$ cat config.mk
export PLATFORM = sky130hd
export DESIGN_NAME = multicycle_control_unit
export DESIGN_NICKNAME = d
export VERILOG_FILES = /design/src/rtl/cu_pkg.sv /design/src/rtl/cu_imm_ext.sv /design/src/rtl/multicycle_control_unit.sv
export SDC_FILE = /design/constraint.sdc
export NUM_CORES = 1
export LEC_CHECK = 0
export CORE_MARGIN = 2
export CORE_UTILIZATION = 50
export DETAILED_ROUTE_END_ITERATION = 12
export GPL_ROUTABILITY_DRIVEN = 0
export HOLD_SLACK_MARGIN = 0.05
export PLACE_DENSITY = 0.78
export SETUP_SLACK_MARGIN = 0.1
export SYNTH_ARGS = -nofsm -noshare
export SYNTH_HDL_FRONTEND = slang
export SYNTH_HIERARCHICAL = 1
export SYNTH_SLANG_ARGS = --single-unit
$ cat constraint.sdc
create_clock -name clk -period 2.3 [get_ports clk]
set_clock_uncertainty 0.05 [all_clocks]
set_input_delay 0.23 -clock clk [delete_from_list [all_inputs] [get_ports clk]]
set_output_delay 0.23 -clock clk [all_outputs]
set_load 0.05 [all_outputs]
$ cat src/rtl/cu_pkg.sv
// Shared definitions for the multi-cycle control unit: opcodes, FSM states, decode helpers.
package cu_pkg;

    localparam int unsigned OPC_W = 4;

    localparam logic [OPC_W-1:0] OP_LD  = 4'h0;
    localparam logic [OPC_W-1:0] OP_ST  = 4'h1;
    localparam logic [OPC_W-1:0] OP_MI  = 4'h2;
    localparam logic [OPC_W-1:0] OP_MR  = 4'h3;
    localparam logic [OPC_W-1:0] OP_SUM = 4'h4;
    localparam logic [OPC_W-1:0] OP_SB  = 4'h5;
    localparam logic [OPC_W-1:0] OP_ANR = 4'h6;
    localparam logic [OPC_W-1:0] OP_CM  = 4'h7;
    localparam logic [OPC_W-1:0] OP_ORR = 4'h8;
    localparam logic [OPC_W-1:0] OP_ORI = 4'h9;
    localparam logic [OPC_W-1:0] OP_XRR = 4'hA;
    localparam logic [OPC_W-1:0] OP_XRI = 4'hB;
    localparam logic [OPC_W-1:0] OP_SMI = 4'hC;
    localparam logic [OPC_W-1:0] OP_SBI = 4'hD;
    localparam logic [OPC_W-1:0] OP_ANI = 4'hE;
    localparam logic [OPC_W-1:0] OP_CMI = 4'hF;

    typedef enum logic [2:0] {
        S_FETCH  = 3'd0,
        S_DECODE = 3'd1,
        S_EXEC   = 3'd2,
        S_MEM    = 3'd3,
        S_WB     = 3'd4
    } state_e;

    // ALU forms whose operand B comes from the instruction's low field
    function automatic logic is_imm_op(input logic [OPC_W-1:0] op);
        logic r;
        case (op)
            OP_MI, OP_SMI, OP_SBI, OP_CMI, OP_ANI, OP_ORI, OP_XRI: r = 1'b1;
            default:                                              r = 1'b0;
        endcase
        return r;
    endfunction

    // Loads and stores go through the MEM state instead of EXEC
    function automatic logic is_mem_op(input logic [OPC_W-1:0] op);
        return (op == OP_LD) || (op == OP_ST);
    endfunction

endpackage

$ cat src/rtl/cu_imm_ext.sv
// Combinational sign extender from an IN_W-bit field to DATA_W bits.
module cu_imm_ext #(
    parameter int unsigned IN_W   = 2,
    parameter int unsigned DATA_W = 8
) (
    input  logic [IN_W-1:0]   in_i,
    output logic [DATA_W-1:0] out_o
);

    // Sized cast of a signed operand replicates the sign bit
    assign out_o = DATA_W'($signed(in_i));

endmodule

$ cat src/rtl/multicycle_control_unit.sv
// Multi-cycle control unit: accepts an instruction over valid/ready, then sequences
// FETCH/DECODE/EXEC/MEM/WB while driving registered control and immediate outputs.
// Optional feature macro CU_PERF_EN adds retired/stall performance counters.
module multicycle_control_unit
    import cu_pkg::*;
#(
    parameter  int unsigned REG_AW = 2,
    parameter  int unsigned DATA_W = 8,
    localparam int unsigned INST_W = OPC_W + 2 * REG_AW
) (
    input  logic              clk,
    input  logic              reset,
    input  logic [INST_W-1:0] inst,
    input  logic              inst_valid,
    output logic              inst_ready,
    input  logic              mem_ack,
    output logic [OPC_W-1:0]  opcode,
    output logic [REG_AW-1:0] rd,
    output logic [REG_AW-1:0] rs,
    output logic [DATA_W-1:0] immediate_value,
    output logic              imm,
    output logic              alu_src,
    output logic              mem_read,
    output logic              mem_write,
    output logic              reg_write,
    output logic              busy
`ifdef CU_PERF_EN
    ,
    output logic [31:0]       retired_cnt,
    output logic [31:0]       stall_cnt
`endif
);

    state_e              state_q, state_d;
    logic [INST_W-1:0]   ir_q, ir_d;
    logic [OPC_W-1:0]    opcode_q, opcode_d;
    logic [REG_AW-1:0]   rd_q, rd_d;
    logic [REG_AW-1:0]   rs_q, rs_d;
    logic [DATA_W-1:0]   immv_q, immv_d;
    logic                imm_q, imm_d;
    logic                alu_src_q, alu_src_d;
    logic                mem_read_q, mem_read_d;
    logic                mem_write_q, mem_write_d;
    logic                reg_write_q, reg_write_d;
    logic                inst_ready_q, inst_ready_d;
    logic                busy_q, busy_d;

    logic [OPC_W-1:0]    ir_op;
    logic [REG_AW-1:0]   ir_hi;
    logic [REG_AW-1:0]   ir_lo;
    logic [DATA_W-1:0]   imm_mem;
    logic [DATA_W-1:0]   imm_alu;

    assign ir_op = ir_q[INST_W-1 -: OPC_W];
    assign ir_hi = ir_q[2*REG_AW-1 -: REG_AW];
    assign ir_lo = ir_q[REG_AW-1:0];

    // Memory address immediate: whole operand field
    cu_imm_ext #(
        .IN_W   (2 * REG_AW),
        .DATA_W (DATA_W)
    ) u_ext_mem (
        .in_i  (ir_q[2*REG_AW-1:0]),
        .out_o (imm_mem)
    );

    // ALU immediate: low register-sized field
    cu_imm_ext #(
        .IN_W   (REG_AW),
        .DATA_W (DATA_W)
    ) u_ext_alu (
        .in_i  (ir_lo),
        .out_o (imm_alu)
    );

    // Next state, decode capture and strobes; strobes follow the state being entered
    always_comb begin
        state_d   = state_q;
        ir_d      = ir_q;
        opcode_d  = opcode_q;
        rd_d      = rd_q;
        rs_d      = rs_q;
        immv_d    = immv_q;
        imm_d     = imm_q;
        alu_src_d = alu_src_q;

        case (state_q)
            S_FETCH: begin
                if (inst_valid) begin
                    ir_d    = inst;
                    state_d = S_DECODE;
                end
            end
            S_DECODE: begin
                opcode_d = ir_op;
                if (is_mem_op(ir_op)) begin
                    rd_d      = '0;
                    rs_d      = '0;
                    imm_d     = 1'b1;
                    alu_src_d = 1'b1;
                    immv_d    = imm_mem;
                    state_d   = S_MEM;
                end else if (is_imm_op(ir_op)) begin
                    rd_d      = ir_hi;
                    rs_d      = '0;
                    imm_d     = 1'b1;
                    alu_src_d = 1'b1;
                    immv_d    = imm_alu;
                    state_d   = S_EXEC;
                end else begin
                    rd_d      = ir_hi;
                    rs_d      = ir_lo;
                    imm_d     = 1'b0;
                    alu_src_d = 1'b0;
                    immv_d    = '0;
                    state_d   = S_EXEC;
                end
            end
            S_EXEC: begin
                state_d = S_WB;
            end
            S_MEM: begin
                if (mem_ack) begin
                    state_d = (opcode_q == OP_LD) ? S_WB : S_FETCH;
                end
            end
            S_WB: begin
                state_d = S_FETCH;
            end
            default: begin
                state_d = S_FETCH;
            end
        endcase

        inst_ready_d = (state_d == S_FETCH);
        busy_d       = (state_d != S_FETCH);
        reg_write_d  = (state_d == S_WB);
        mem_read_d   = (state_d == S_MEM) && (opcode_d == OP_LD);
        mem_write_d  = (state_d == S_MEM) && (opcode_d == OP_ST);
    end

    // State, instruction register and registered outputs
    always_ff @(posedge clk or negedge reset) begin
        if (!reset) begin
            state_q      <= S_FETCH;
            ir_q         <= '0;
            opcode_q     <= '0;
            rd_q         <= '0;
            rs_q         <= '0;
            immv_q       <= '0;
            imm_q        <= 1'b0;
            alu_src_q    <= 1'b0;
            mem_read_q   <= 1'b0;
            mem_write_q  <= 1'b0;
            reg_write_q  <= 1'b0;
            inst_ready_q <= 1'b1;
            busy_q       <= 1'b0;
        end else begin
            state_q      <= state_d;
            ir_q         <= ir_d;
            opcode_q     <= opcode_d;
            rd_q         <= rd_d;
            rs_q         <= rs_d;
            immv_q       <= immv_d;
            imm_q        <= imm_d;
            alu_src_q    <= alu_src_d;
            mem_read_q   <= mem_read_d;
            mem_write_q  <= mem_write_d;
            reg_write_q  <= reg_write_d;
            inst_ready_q <= inst_ready_d;
            busy_q       <= busy_d;
        end
    end

    assign inst_ready      = inst_ready_q;
    assign opcode          = opcode_q;
    assign rd              = rd_q;
    assign rs              = rs_q;
    assign immediate_value = immv_q;
    assign imm             = imm_q;
    assign alu_src         = alu_src_q;
    assign mem_read        = mem_read_q;
    assign mem_write       = mem_write_q;
    assign reg_write       = reg_write_q;
    assign busy            = busy_q;

`ifdef CU_PERF_EN
    logic [31:0] retired_q, retired_d;
    logic [31:0] stall_q, stall_d;

    // Retire on leaving WB or on a store completing; stall on each un-acked MEM cycle
    always_comb begin
        retired_d = retired_q;
        stall_d   = stall_q;
        if ((state_q == S_WB) ||
            ((state_q == S_MEM) && mem_ack && (opcode_q == OP_ST))) begin
            retired_d = retired_q + 32'd1;
        end
        if ((state_q == S_MEM) && !mem_ack) begin
            stall_d = stall_q + 32'd1;
        end
    end

    // Counter registers, wrapping naturally at 2^32
    always_ff @(posedge clk or negedge reset) begin
        if (!reset) begin
            retired_q <= '0;
            stall_q   <= '0;
        end else begin
            retired_q <= retired_d;
            stall_q   <= stall_d;
        end
    end

    assign retired_cnt = retired_q;
    assign stall_cnt   = stall_q;
`endif

endmodule

; ---- After elaboration in Yosys (flattened, before gate mapping)
; Index checks and enable logic that the tools add are counted.
[word_totals]
ff_bits = 33
latch_bits = 0
mem_bits_rw = 0
mem_bits_ro = 0
in_bits = 12
elab_cells = 53
n_memories = 0
[op_classes]
addsub = 0
n_mul = 0
div_mod_pow = 0
order_cmp = 0
n_eq_ne = 14
n_shift = 0
muxes = 16
bitwise_logic = 0
reduce_logical = 11
[ops]
columns = op, n
row1 = $eq 4x4->1 const B, 6
row2 = $mux 8, 2
row3 = $logic_not 4->1, 3
row4 = $pmux 3 s4, 1
row5 = $eq 3x2->1 const B, 3
row6 = $mux 3, 3
row7 = $eq 4x1->1 const B, 2
row8 = $reduce_or 7->1, 1
row9 = $logic_not 3->1, 2
row10 = $mux 1, 6
row11 = $mux 2, 3
row12 = $eq 4x2->1 const B, 1
row13 = $mux 4, 1
row14 = $eq 3x1->1 const B, 1
row15 = $eq 3x3->1 const B, 1
row16 = $reduce_bool 3->1, 1
row17 = $logic_and 1x1->1, 2
row18 = $reduce_and 2->1, 1
row19 = $logic_or 1x1->1, 1

; ---- Logic depth before layout (Yosys ltp)
; Gate-level depths: netlist of run 1.
[logic_depth]
ltp_word = 7
depth_mapped = 6

; ---- By module
; The synthesis of run 1 kept the hierarchy.
[modules_own_cells]
columns = module, n_inst, cells_per_inst, area_per_inst_um2, seq_area_each_um2
row1 = multicycle_control_unit, 1, 139, 1472.7, 827.0
row2 = cu_imm_ext, 2, 8, 60.1, 0.0

; ---- Worst setup path after synthesis of run 1
; OpenSTA, ideal clock, no wires.
[synth_path]
path_kind = reg-to-reg
startpoint = register opcode_q[1], in the netlist opcode[1]
endpoint = register reg_write_q, in the netlist reg_write
setup_ns = 0.088
arrival_time_ns = 1.418
required_ns = 2.162
path_slack_ns = 0.744
path_stages_with_launch = 4
cell_sequence = dfrtp_1 or3_1 o31a_1 nor3b_1
[synth_via]
elab_chain_len = 5
[synth_lines]
columns = item, line_no
row1 = from (decl), multicycle_control_unit.sv:36  ; logic [OPC_W-1:0] opcode_q, opcode_d;
row2 = from (signal assigned), multicycle_control_unit.sv:161  ; opcode_q <= opcode_d;
row3 = $logic_not 4->1, multicycle_control_unit.sv:124  ; state_d = (opcode_q == OP_LD) ? S_WB : S_FETCH;
row4 = $mux 3, multicycle_control_unit.sv:124
row5 = $mux 3, multicycle_control_unit.sv:123  ; if (mem_ack) begin
row6 = $pmux 3 s4, multicycle_control_unit.sv:87  ; case (state_q)
row7 = $eq 3x3->1, multicycle_control_unit.sv:137  ; reg_write_d = (state_d == S_WB);
row8 = via reg_write_d, multicycle_control_unit.sv:44  ; logic reg_write_q, reg_write_d;
row9 = to (signal assigned), multicycle_control_unit.sv:169  ; reg_write_q <= reg_write_d;
row10 = to (decl), multicycle_control_unit.sv:44
; The timed path passes the listed nets, and every way through them passes these cells.
; A chain may end at the register's enable or synchronous reset.

; ---- Final worst setup path of run 1
[layout_path]
startpoint = register inst_ready_q, in the netlist inst_ready
endpoint = output inst_ready
[layout_lines]
columns = item, line_no
row1 = from (decl), multicycle_control_unit.sv:45  ; logic inst_ready_q, inst_ready_d;
row2 = from (signal assigned), multicycle_control_unit.sv:170  ; inst_ready_q <= inst_ready_d;
row3 = to (decl), multicycle_control_unit.sv:15  ; output logic inst_ready,
; No word-level cell between the ends.

==> metrics.md, run 1 <==
| Metric | Value |
|---|---|
| Pin slew with the least headroom to its limit | `0.626 ns` |
| Postcts setup bufs | `0` |
| Setup Crit Path Kind | `reg2out` |
| GR Overflow Total | `0` |
| Layout cell share with drive strength beyond 1 | `14.3%` |
| Diodes inserted | `0` |
| Drt first pass iters | `4` |
| Die area | `between 3000 and 4000 um^2` |
| FMAX | `522 MHz` |
| Reg-to-Reg Start | `state_q[0]` |
| First-pass GRT wire length | `around 5000 um` |
| Critical Path AT | `1.63 ns` |
| Area of the core | `3050 um^2` |
| Overall Global Routing Usage | `19.2%` |
| Inst Count DP | `about 210` |
| CP max FO | `1` |
| YS warnings | `6` |
| CTS buffer count | `5` |
| TritonCTS clock tree | `done` |
| Final Setup Violations | `0` |
| Initial drt markers | `38` |
| Post-synth ARST share | `100%` |
| Non-Filler Instances | `219` |
| Worst path bufs/invs | `1` |
| Final Util | `a little over three fifths` |
| Setup TNS | `0 ns` |
| Final hold vios | `0` |
| Clk root buf | `clkbuf_4` |
| Buffers on Ports | `34` |
| Die Wd | `60.4 um` |
| Place WS | `0.506 ns` |
| Vias in the first global route | `1078` |
| Critical-path cell list | `clkdlybuf4s50_1` |
| Slowest CP cell | `clkdlybuf4s50_1` |
| Primary FF master, synth | `dfrtp_1` |
| Critical path's top delay family | `buffers and inverters` |
| Initial antenna violation count | `0` |
| Cts hold-fix bufs | `0` |
| CP max stage delay | `0.79 ns` |
| Cell row count | `20` |
| Final min period | `1.91 ns` |
| Area of the multi-input gates | `slightly below 600 um^2` |
| Rel. slew slack | `slightly below 60%` |
| Syn Area/Cell | `10.3 um^2` |
| Post-DRT Antenna Nets | `0` |
| Fillers | `262` |
| Max-cap viol count | `0` |
| TritonCTS sink count | `33` |
| Count of cell types in the netlist | `33` |
| Worst min-delay path category | `in2async` |
| Crit end category | `output port` |
| Top-level port count | `35` |
| Area growth syn-to-layout | `20.7%` |
| Final Max Tran Viols | `0` |
| Seq cells post-synth | `33` |
| Initial cell density of the core | `between 50% and 60%` |
| H-tree levels | `2` |
| Resized Gates After CTS | `0` |
| Data required, critical path | `2.02 ns` |
| Clock tree buffer depth | `2` |
| Wirelength, routed | `2880 um` |
| Seq. cell area | `827 um^2` |
| Post-synth EDFFs | `0` |
| Status | `complete, no violations` |
| Clk_lat worst skew | `0.34 ns` |
| Final worst-path cycle share | `83.2%` |
| Post-synthesis sequential area ratio | `51.9%` |
| Nature of the critical path startpoint | `flop` |
| Largest net degree at the start of global routing | `34` |
| Setup crit start | `inst_ready` |
| Layout Nets | `186` |
| Via density | `5.24` |
| Mapped Area | `1590 um^2` |
| Chip Height | `60.4 um` |
| Post-Syn Nets | `167` |
| Cell count after synthesis | `155` |
| Clock transition at path regs | `0.10 ns` |
| Drt drc | `0` |
| Vias | `around 1100` |
| Mean routed wirelength per cell | `13.2 um` |
| RSZ-0062 raised after global routing | `false` |
| Final worst slack | `0.385 ns` |
| HPWL Detailed | `2030 um` |
-- cell families (layout without fill, tap and decap cells) --
kind of cell	count (synthesis)	after routing	synth area share [%]
buffers and inverters	26	46	11.1
DFF	33	33	51.9
muxes	9	9	6.36
and+or+nand+nor	49	49	17.0
AOI/OAI and AO/OA	38	38	13.7
-- metrics by stage --
stage / hold slack [ns] / cell area [um^2]
2_1_floorplan: -0.116 / 1590
3_3_place_gp: 0.423 / 1840
3_5_place_dp: 0.428 / 1840
4_1_cts: 0.223 / 1920
5_1_grt: 0.265 / 1920
6_report: 0.219 / 1920
-- worst paths after layout --
check	slack (ns)	end	cells after the start
hold / removal	0.22	immediate_value[2]	2
setup reg to reg	0.65	mem_read	3
hold reg to reg	0.45	rs[1]	2
setup / recovery	0.39	inst_ready	1
min in group clk	0.45	rs[1]	2
max in group asynchronous	1.64	inst_ready	2
-- cell usage after synthesis, types with 2 or more instances --
| cell type | instances | area share (%) |
|---|---|---|
| a21oi_1 | 19 | 6.0 |
| buf_2 | 3 | 0.94 |
| buf_4 | 18 | 8.5 |
| o21ai_0 | 10 | 3.1 |
| a22o_1 | 2 | 1.1 |
| a211oi_1 | 2 | 0.94 |
| nand2b_1 | 2 | 0.79 |
| mux2_2 | 9 | 6.4 |
| nor3b_1 | 3 | 1.4 |
| nor3_1 | 2 | 0.63 |
| dfrtp_1 | 32 | 50 |
| nand2_1 | 17 | 4.0 |
| nand3_1 | 2 | 0.63 |
| clkbuf_1 | 3 | 0.71 |
| nor2_1 | 13 | 3.1 |
-- sequential cells by signal, indices dropped and copies added, names as in the netlist --
signal / count
immediate_value: 8
ir_q: 8
opcode: 4
state_q: 3
rd: 2
rs: 2
alu_src: 1
busy: 1
inst_ready: 1
mem_read: 1
mem_write: 1
reg_write: 1
-- layer usage --
metal | GRT usage (%) | part of all wire, % | vias up
li1 | - | - | 555
met1 | 23.2 | 44 | 558
met2 | 31.2 | 49 | 27
met3 | 6.82 | 5.1 | 7
met4 | 8.39 | 2.0 | 0
met5 | 0 | 0 | -
-- placed cells by master, fill, tap and decap left out, types with 2 or more instances in the layout --
cell / count
dfrtp_1: 32
clkbuf_4: 5
a22o_1: 2
a211oi_1: 2
nor2_1: 13
nand2b_1: 2
mux2_2: 9
nor3b_1: 3
nor3_1: 2
clkdlybuf4s50_1: 34
nand2_1: 17
o21ai_0: 10
nand3_1: 2
a21oi_1: 19
buf_4: 3
-- layout make-up --
cell class,count,share of cell area (%)
clock buffers,7,2.86
clock inverters,1,1.56
inverters,1,0.195
multi-input cells,96,30.6
flip-flops and latches,33,43.0
well taps,44,2.86
repair buffers,37,18.9
Power of run 1 is left out: the tool's default activity adds up to more than one toggle a clock period on the data nets, which glitch-free logic cannot reach.
==> inputs of run 2 (changes only) <==
Clock period 2.3 ns to 1.9 ns, I/O delays scaled along.
==> run 2 against run 1 <==
Against the previous run:
- setup slack got worse by 0.23 ns
- count of clock-buffer cells in the layout did not move
- largest cell class unchanged
- non-clock buffer count grew 2
- final cell count up 0.91%
- die area did not move
- core utilization is 0.53 points higher
- via count increased by 1.9%
- global-route usage is 0.35 points lower
- critical path depth stayed put
- sequential cell count unchanged
- highest routed layer unchanged
==> metrics.md, run 2 (synthesis gave the netlist of run 1 again) <==
| Metric | Value |
|---|---|
| Vias in the first global route | `1091 (+1.2%)` |
| Largest net degree at the start of global routing | `34 (unchanged)` |
| RSZ-0062 raised after global routing | `false` |
| Drt drc | `0 (unchanged)` |
| Mean routed wirelength per cell | `13.3 um (+1.3%)` |
| Most common library cell in the layout ignoring fill and taps | `dfrtp_1` |
| Diodes inserted | `0 (unchanged)` |
| Vias | `1169 (+1.9%)` |
| Area growth syn-to-layout | `21.8%` |
| Status | `complete, no violations` |
| Layer with the highest usage | `met2` |
| CP max FO | `2 (+1)` |
| Critical Path AT | `1.50 ns (-0.13 ns)` |
| First-pass GRT wire length | `4950 um (-2.0%)` |
| Cells on worst reg2reg path | `3 (unchanged)` |
| Reg-to-Reg Start | `state_q[0]` |
| Final min period | `approximately 1.7 ns` |
| Final Setup Violations | `0 (unchanged)` |
| TritonCTS clock tree | `done` |
| Die Wd | `60.4 um (unchanged)` |
| Top-level port count | `35 (unchanged)` |
| FMAX | `574 MHz` |
| Clock tree buffer depth | `2 (unchanged)` |
| Pin slew with the least headroom to its limit | `0.591 ns (-0.0341 ns)` |
| Critical-path cell list | `clkdlybuf4s50_1` |
| Commonest non-fill, non-tap cells in the layout | `dfrtp_1, clkdlybuf4s50_1, a21oi_1, nand2_1, nor2_1` |
| Clk_lat worst skew | `0.34 ns (about the same)` |
| Data required, critical path | `1.66 ns (-0.36 ns)` |
| Worst min-delay path category | `in2async` |
| Via density | `5.29 (+1.0%)` |
| Overall Global Routing Usage | `18.9% (-0.35 points)` |
| Max-cap viol count | `0 (unchanged)` |
| Final Max Tran Viols | `0 (unchanged)` |
| R2r setup slk | `0.27 ns (-0.38 ns)` |
| Layout Nets | `188 (+1.1%)` |
| HPWL Detailed | `2040 um (+0.90%)` |
| Initial drt markers | `41 (+7.9%)` |
| H-tree levels | `2 (unchanged)` |
| Non-Filler Instances | `221 (+0.91%)` |
| Fraction of met1 tracks used by global routing | `23.7% (+0.45 points)` |
| CTS buffer count | `5 (unchanged)` |
| Rel. slew slack | `60.5% (+2.4 points)` |
| CP max stage delay | `0.81 ns (+0.02 ns)` |
| Chip Height | `60.4 um (unchanged)` |
| Place WS | `0.276 ns (-0.230 ns)` |
| Initial antenna violation count | `0 (unchanged)` |
| Fillers | `273 (+4.2%)` |
| Post-DRT Antenna Nets | `0 (unchanged)` |
| TritonCTS sink count | `33 (unchanged)` |
| Initial cell density of the core | `52.2% (unchanged)` |
| Drt first pass iters | `4 (unchanged)` |
| Buffers on Ports | `34 (unchanged)` |
| Die area | `3650 um^2 (unchanged)` |
| GR Overflow Total | `0 (unchanged)` |
| Critical path's top delay family | `buffers and inverters` |
| Setup TNS | `0 ns (unchanged)` |
| Final worst-path cycle share | `about nine tenths` |
| Met3 Use GR | `7.04% (+0.21 points)` |
| Met2 usage | `29.2% (-2.0 points)` |
| Inst Count DP | `213 (+0.95%)` |
| Nature of the critical path startpoint | `flop` |
| Cell row count | `20 (unchanged)` |
| Area of the core | `3050 um^2 (unchanged)` |
| Crit end category | `output port` |
| Final hold vios | `0 (unchanged)` |
| Clk root buf | `clkbuf_4` |
| Worst path bufs/invs | `1 (unchanged)` |
| Clock transition at path regs | `0.10 ns (about the same)` |
| Slowest CP cell | `clkdlybuf4s50_1` |
| Setup Crit Path Kind | `reg2out` |
| Layout cell share with drive strength beyond 1 | `15.8% (+1.5 points)` |
| Final worst slack | `0.158 ns (-0.227 ns)` |
| Wirelength, routed | `2950 um (+2.3%)` |
| Capturing point of the worst reg2reg path | `mem_read` |
==> run 2: changes by cell type in the layout (fill, tap and decap cells not counted) <==
cell,change
clkdlybuf4s50_1,-11
clkinv_2,+1
clkbuf_1,-1
dlymetal6s2s_1,+8
clkbuf_8,+1
bufinv_16,-1
dlygate4sd2_1,+3
buf_4,+2
==> run 2: what timing repair did <==
action / in CTS / in global routing
gates resized for setup: 3 / 8
hold buffers: 0 / 0
setup endpoints to repair: 3 / 8
setup buffers: 0 / 0
==> run 2: how the worst max path moves through the flow <==
stage,endpoint,start,cells after the start
5_1_grt,rd[0],rd[0],1
3_5_place_dp,ir_q[4],inst_valid,4
4_1_cts,opcode[1],opcode[1],1
3_3_place_gp,ir_q[0],inst_valid,4
6_report,immediate_value[1],immediate_value[1],1
2_1_floorplan,reg_write,opcode[1],3
==> run 2: through the flow <==
stage                     hold WS [ns]  cell area, um^2  utilization, %
final                            0.182             1940            63.5
after global placement           0.424             1850            60.7
after floorplan                 -0.156             1590               -
after detailed placement         0.424             1850            60.7
after CTS                        0.184             1920            62.9
after global routing             0.198             1940            63.5
==> run 2: layout make-up <==
type,instances,area [um^2],area share (%)
clock buffer,7,65.1,3.35
clock inverter,1,5.00,0.258
inverter,1,3.75,0.194
multi-input combinational,96,589,30.4
sequential,33,827,42.6
tap,44,55.1,2.84
timing repair buffer,39,394,20.3
==> run 2: routing by layer <==
layer / vias up / part of all wire [%]
li1: 562 / -
met1: 567 / 44
met2: 35 / 49
met3: 5 / 5.9
met4: 0 / 1.9
met5: - / 0
Power of run 2 is left out for the same reason.
